**src/rtl/des_pkg.sv**
```systemverilog
`default_nettype none
// ============================================================================
// Module      : des_pkg
// Description : Shared DES constants, E/P bit-selection tables (FIPS 46-3
//               numbering, bit 1 = MSB) and the eight S-box substitution
//               tables used by des_s_box.
// Revision    : 1.0 - initial release
// ============================================================================
package des_pkg;

  // Datapath widths of the f function
  localparam int R_W        = 32;
  localparam int K_W        = 48;
  localparam int SBOX_IN_W  = 6;
  localparam int SBOX_OUT_W = 4;
  localparam int N_SBOX     = 8;

  // Expansion E: output bit i takes input bit E_TABLE[i]
  localparam int E_TABLE [1:48] = '{
    32,  1,  2,  3,  4,  5,
     4,  5,  6,  7,  8,  9,
     8,  9, 10, 11, 12, 13,
    12, 13, 14, 15, 16, 17,
    16, 17, 18, 19, 20, 21,
    20, 21, 22, 23, 24, 25,
    24, 25, 26, 27, 28, 29,
    28, 29, 30, 31, 32,  1
  };

  // Permutation P: output bit i takes input bit P_TABLE[i]
  localparam int P_TABLE [1:32] = '{
    16,  7, 20, 21, 29, 12, 28, 17,
     1, 15, 23, 26,  5, 18, 31, 10,
     2,  8, 24, 14, 32, 27,  3,  9,
    19, 13, 30,  6, 22, 11,  4, 25
  };

  // S-box contents: [box][row] is one 64-bit word, column 0 in the top nibble
  localparam logic [63:0] SBOX_ROWS [1:8][0:3] = '{
    '{64'hE4D12FB83A6C5907, 64'h0F74E2D1A6CB9538,
      64'h41E8D62BFC973A50, 64'hFC8249175B3EA06D},
    '{64'hF18E6B34972DC05A, 64'h3D47F28EC01A69B5,
      64'h0E7BA4D158C6932F, 64'hD8A13F42B67C05E9},
    '{64'hA09E63F51DC7B428, 64'hD709346A285ECBF1,
      64'hD6498F30B12C5AE7, 64'h1AD069874FE3B52C},
    '{64'h7DE3069A1285BC4F, 64'hD8B56F03472C1AE9,
      64'hA690CB7DF13E5284, 64'h3F06A1D8945BC72E},
    '{64'h2C417AB6853FD0E9, 64'hEB2C47D150FA3986,
      64'h421BAD78F9C5630E, 64'hB8C71E2D6F09A453},
    '{64'hC1AF92680D34E75B, 64'hAF427C9561DE0B38,
      64'h9EF528C3704A1DB6, 64'h432C95FABE17608D},
    '{64'h4B2EF08D3C975A61, 64'hD0B7491AE35C2F86,
      64'h14BDC37EAF680592, 64'h6BD814A7950FE23C},
    '{64'hD2846FB1A93E50C7, 64'h1FD8A374C56B0E92,
      64'h7B419CE206ADF358, 64'h21E74A8DFC90356B}
  };

endpackage : des_pkg
`default_nettype wire

```
**src/rtl/des_s_box.sv**
```systemverilog
`default_nettype none
// ============================================================================
// Module      : des_s_box
// Description : One DES S-box: 6-bit address in, 4-bit substitution out.
//               Row = {bit1, bit6}, column = bits 2..5. The table is chosen
//               by the digit just before ".txt" in the datafile name, so
//               "s_box_3.txt" selects S3.
// Revision    : 1.0 - initial release
// ============================================================================
module des_s_box
  import des_pkg::*;
#(
  parameter logic [255:0] datafile = 256'("s_box_1.txt")
) (
  input  logic [1:SBOX_IN_W]  addr,
  output logic [1:SBOX_OUT_W] dout
);

  // Box number is the character preceding the four-byte ".txt" suffix
  localparam int RAW_ID = int'(datafile[39:32]) - 48;
  localparam int BOX_ID = ((RAW_ID >= 1) && (RAW_ID <= N_SBOX)) ? RAW_ID : 1;

  logic [1:0]  row;
  logic [3:0]  col;
  logic [63:0] row_bits;
  logic [63:0] row_shifted;

  assign row         = {addr[1], addr[6]};
  assign col         = addr[2:5];
  assign row_bits    = SBOX_ROWS[BOX_ID][row];
  // Bring the selected column's nibble to the top of the word
  assign row_shifted = row_bits << {col, 2'b00};
  assign dout        = row_shifted[63:60];

endmodule : des_s_box
`default_nettype wire

```
**src/rtl/des_f_function.sv**
```systemverilog
`default_nettype none
// ============================================================================
// Module      : des_f_function
// Description : Two-stage pipelined DES round function
//               f(R,K) = P(S1..S8(E(R) xor K)) with valid/ready handshake.
//               Stage A holds E(R) xor K, stage B holds the permuted result.
// Revision    : 1.0 - initial release
// ============================================================================
module des_f_function
  import des_pkg::*;
#(
  parameter logic [8*16-1:0] SBOX_PREFIX = "s_box_"
) (
  input  logic           clk,
  input  logic           rst_n,
  input  logic           in_valid,
  output logic           in_ready,
  input  logic [1:R_W]   r_in,
  input  logic [1:K_W]   subkey,
  output logic           out_valid,
  input  logic           out_ready,
  output logic [1:R_W]   f_out
);

  logic           va;
  logic           vb;
  logic [1:K_W]   xa;
  logic [1:K_W]   e_r;
  logic [1:R_W]   s_cat;
  logic [1:R_W]   p_s;
  logic           adv_a;
  logic           adv_b;

  // Stage B moves when empty or drained; stage A moves when B makes room
  assign adv_b     = !vb || out_ready;
  assign adv_a     = !va || adv_b;
  // Depends only on pipeline state and reset, never on in_valid
  assign in_ready  = adv_a && rst_n;
  assign out_valid = vb;

  // E expansion: pure wiring of R into 48 bits
  generate
    for (genvar i = 1; i <= K_W; i++) begin : g_e
      assign e_r[i] = r_in[E_TABLE[i]];
    end
  endgenerate

  // Eight S-boxes, each addressed by one 6-bit group of stage A
  generate
    for (genvar n = 1; n <= N_SBOX; n++) begin : g_sbox
      localparam logic [7:0]   DIGIT    = 8'(8'h30 + n);
      localparam logic [255:0] DATAFILE = 256'({SBOX_PREFIX, DIGIT, ".txt"});
      des_s_box #(
        .datafile (DATAFILE)
      ) u_s_box (
        .addr (xa[6*n-5 : 6*n]),
        .dout (s_cat[4*n-3 : 4*n])
      );
    end
  endgenerate

  // P permutation: pure wiring of the concatenated S-box outputs
  generate
    for (genvar i = 1; i <= R_W; i++) begin : g_p
      assign p_s[i] = s_cat[P_TABLE[i]];
    end
  endgenerate

  // Stage A: capture E(R) xor K on each accepted input
  always_ff @(posedge clk) begin
    if (!rst_n) begin
      va <= 1'b0;
      xa <= '0;
    end else if (adv_a) begin
      va <= in_valid;
      if (in_valid) begin
        xa <= e_r ^ subkey;
      end
    end
  end

  // Stage B: capture the permuted S-box result when stage B advances
  always_ff @(posedge clk) begin
    if (!rst_n) begin
      vb    <= 1'b0;
      f_out <= '0;
    end else if (adv_b) begin
      vb <= va;
      if (va) begin
        f_out <= p_s;
      end
    end
  end

endmodule : des_f_function
`default_nettype wire

```
**config.mk**
```make
export PLATFORM = sky130hd
export DESIGN_NAME = des_f_function
export DESIGN_NICKNAME = d
export VERILOG_FILES = /design/src/rtl/des_pkg.sv /design/src/rtl/des_s_box.sv /design/src/rtl/des_f_function.sv
export SDC_FILE = /design/constraint.sdc
export NUM_CORES = 1
export LEC_CHECK = 0
export BUFFER_PORTS_ARGS = -buffer_cell sky130_fd_sc_hd__buf_4
export CORE_MARGIN = 4
export CORE_UTILIZATION = 55
export DETAILED_ROUTE_END_ITERATION = 10
export PLACE_DENSITY = 0.89
export SYNTH_ARGS = -nofsm -noshare
export SYNTH_HDL_FRONTEND = slang
export SYNTH_SLANG_ARGS = --single-unit
```
**constraint.sdc**
```tcl
create_clock -name clk -period 3.3 [get_ports clk]
set_clock_uncertainty 0.05 [all_clocks]
set_input_delay 0.66 -clock clk [delete_from_list [all_inputs] [get_ports clk]]
set_output_delay 0.66 -clock clk [all_outputs]
set_load 0.01 [all_outputs]
```
==> impl_metrics.csv <==
group,metric,value,unit
status,outcome,"finished clean",
global_route,grt_pass1_vias,6978,
clock_network,root_buffer,"clkbuf_16",
global_route,grt_pass1_wl,33.6,mm
routing,drc_errors,0,
yosys,ys_ff_latch,82,
routing,drt_iter0_markers,876,
yosys,seq_area_frac_synth,20.1,%
routing,drtPass1Iterations,6,
floorplanning,core,14500,um2
worst_setup_path,max_stage_delay,0.62,ns
clock_network,cts_made_buffers,9,
worst_setup_path,worst_setup_path_start_kind,"flip-flop",
place,gp_congestion,0.945,
sta,relSlewSlack,19.1,%
sta,tns,0,ns
finish,num_antenna_cells,0,
yosys,ys_warn_count,0,
worst_setup_path,crit_path_max_fanout,14,
min_path,min_to,"f_out[24]",
routing,wire_per_inst,16.7,um
sta,setup_viol,0,
routing,viasPerCell,6.23,
worst_setup_path,cp_num_buf_inv,1,
place,portBuffers,117,
power_and_ir_drop,p_leak,4.07,nW
sta,hold_viol_final,0,
clock_network,cts_max_level,3,
global_route,grt_max_degree,97,
worst_setup_path,crit_family,"flip-flops",
worst_setup_path,r2r_end,"f_out[28]",
finish,area_delta_synth_final,12.9,%
global_route,grt_usage,24.3,%
clock_network,clockBufferDepth,2,
yosys,postSynthAreaPerCell,8.22,um2
sta,setup_ws,0.703,ns
worst_setup_path,crit_type,"reg -> reg",
worst_setup_path,r2r_cells,7,
clock_network,holdBufCountCts,0,
yosys,netlist_area,8160,um2
yosys,synth_cell_types,69,
worst_setup_path,critical_path_depth,7,
clock_network,ctsResizeCount,0,
power_and_ir_drop,ir_drop,0.000323,V
worst_setup_path,critPathArrivalTime,2.78,ns
worst_setup_path,crit_chain,"inv_1 > ha_1 > nor2_1 > a21oi_1 > mux4_2 > a221oi_1 > nor2_1",
power_and_ir_drop,fin_total_pwr,3.61,mW
place,place_area,8890,um2
routing,wirelength,20.4,mm
yosys,yosys-top-cells-area,"dfxtp_1 (20%), ha_1 (9.7%), mux4_2 (9.1%)",
place,place_ws,0.745,ns
clock_network,clock-sinks,82,
clock_network,cts_tree,"done",
floorplanning,die_h,130,um
yosys,async_reset_ff_share,0,%
clock_network,clock_latency,0.35,ns
finish,drive_gt1_share,17.8,%
min_path,whs_path_depth,2,
worst_setup_path,worst-endpoint-required,3.48,ns
global_route,grt_antenna_before_repair,0,
yosys,yosys.area.top_type,"dfxtp_1",
global_route,grt_remaining_overflow,0,
routing,ant_nets,0,
flow_run,drv_cap,0,
sta,fin_crit,2.60,ns
yosys,synth_flop_cell,"dfxtp_1",
min_path,hp-start,"f_out[24]",
finish,final_core_util,63.4,%
yosys,synth_top_area_share,20.1,%
sta,rsz0062_at_grt,"false",
floorplanning,core.rowCount,44,
floorplanning,die_area,16900,um2
sta,finalCritPeriodShare,78.7,%
sta,maxSlewViolCount,0,
place,hpwl,14.4,mm
yosys,synth_edf_count,0,
yosys,synth_nets,1140,
min_path,min_path_type,"reg -> reg",
clock_network,clk_pin_slew,0.06,ns
yosys,syn_inst,993,
finish,nNetsFinal,1179,
floorplanning,io_pins,118,
floorplanning,dieWidth,130,um
finish,design_area,9210,um2
routing,via_count,7602,
sta,worstMarginPinSlew,1.21,ns
worst_setup_path,critPathMostFrequentCell,"nor2_1",
worst_setup_path,cpMaxStageDelayCell,"dfxtp_1",
worst_setup_path,worst_setup_path_end_kind,"flip-flop",
power_and_ir_drop,power-per-cell-area,392,nW/um2
worst_setup_path,ff2ff_setup_slack,0.70,ns
sta,max_freq,385,MHz
floorplanning,initial_core_util,56.2,%
worst_setup_path,rr_startpoint,"xa[7]",
clock_network,postCtsSetupRepairBufs,0,
-- routing by layer --
layer  share of wire (%)  track usage (%)
met5                   0                0
met4                 2.1             7.70
met3                 7.9             5.03
met2                  49             40.8
met1                  41             31.3
-- layout by cell type, fill, tap and decap left out, types with 33 or more instances in the layout --
master	Yosys	final
mux4_2	33	33
dfxtp_1	82	82
buf_4	4	123
inv_1	49	49
mux2i_1	33	33
ha_1	63	63
a21oi_1	59	59
o21ai_0	56	56
xnor2_1	58	58
nand2_1	104	104
o211a_1	51	51
nor2_1	50	50
-- flip-flops by register name (all words and copies together), names as in the netlist --
register and flops:
xa 48, out_valid 1, f_out 32, va 1
-- report_power, final --
group / switching (mW) / total (mW) / internal, mW
combinational: 0.592 / 1.23 / 0.638
clock: 0.407 / 1.09 / 0.680
sequential: 0.221 / 1.29 / 1.07
-- cell type report --
cell class              instances  area [um2]
well taps                     184         230
flip-flops and latches         82        1640
clock buffers                  11         243
clock inverters                 5        77.6
fillers                      1228        5320
multi-input cells             762        5890
inverters                      54         203
repair buffers                123         923
-- cells by family after synthesis --
logic type	count (synthesis)	share of synthesized area (%)
xor gates and xnor gates	64	6.87
DFF	82	20.1
buffers and inverters	149	7.80
adders and majority gates	63	9.66
AOI/OAI and AO/OA	307	26.4
and+or+nand+nor	248	14.1
muxes	80	15.1
-- metrics by stage --
step | hold slack (ns) | cells
global placement | 0.408 | 1205
floorplan | 0.429 | 993
CTS | 0.420 | 1221
detailed placement | 0.408 | 1205
finish | 0.420 | 1221
global route | 0.443 | 1221
-- worst reg2reg max path: cells and delay by family (launching register included) --
family	cells	cell delay, ns
multiplexers	1	0.49
buffers and inverters	1	0.21
adder cells (fa/ha/maj)	1	0.46
AO/OA/AOI/OAI	2	0.38
AND/OR/NAND/NOR	2	0.26
flip-flops	1	0.62
-- how the worst max path moves through the flow --
stage / end / startpoint
6_report: f_out[28] / xa[7]
5_1_grt: f_out[8] / xa[25]
4_1_cts: f_out[28] / xa[7]
3_5_place_dp: f_out[8] / xa[25]
3_3_place_gp: f_out[8] / xa[25]
2_1_floorplan: f_out[9] / xa[1]
-- cell usage after synthesis (5+ instances only) --
library cell / number
a2111oi_0: 5
a211o_1: 7
a211oi_1: 19
a21o_1: 6
a21oi_1: 59
a311oi_1: 8
a31oi_1: 12
buf_1: 8
buf_2: 32
clkbuf_1: 48
dfxtp_1: 82
ha_1: 63
inv_1: 49
inv_2: 5
mux2_1: 9
mux2_2: 5
mux2i_1: 33
mux4_2: 33
nand2_1: 104
nand2b_1: 16
nand3_1: 12
nor2_1: 50
nor2b_1: 19
nor3_1: 19
o211a_1: 51
o211ai_1: 18
o21ai_0: 56
o21ai_1: 17
o221ai_1: 7
o22ai_1: 5
o31ai_1: 6
xnor2_1: 58
xor2_1: 6
Note: power is estimated with default switching activity, not from simulation.
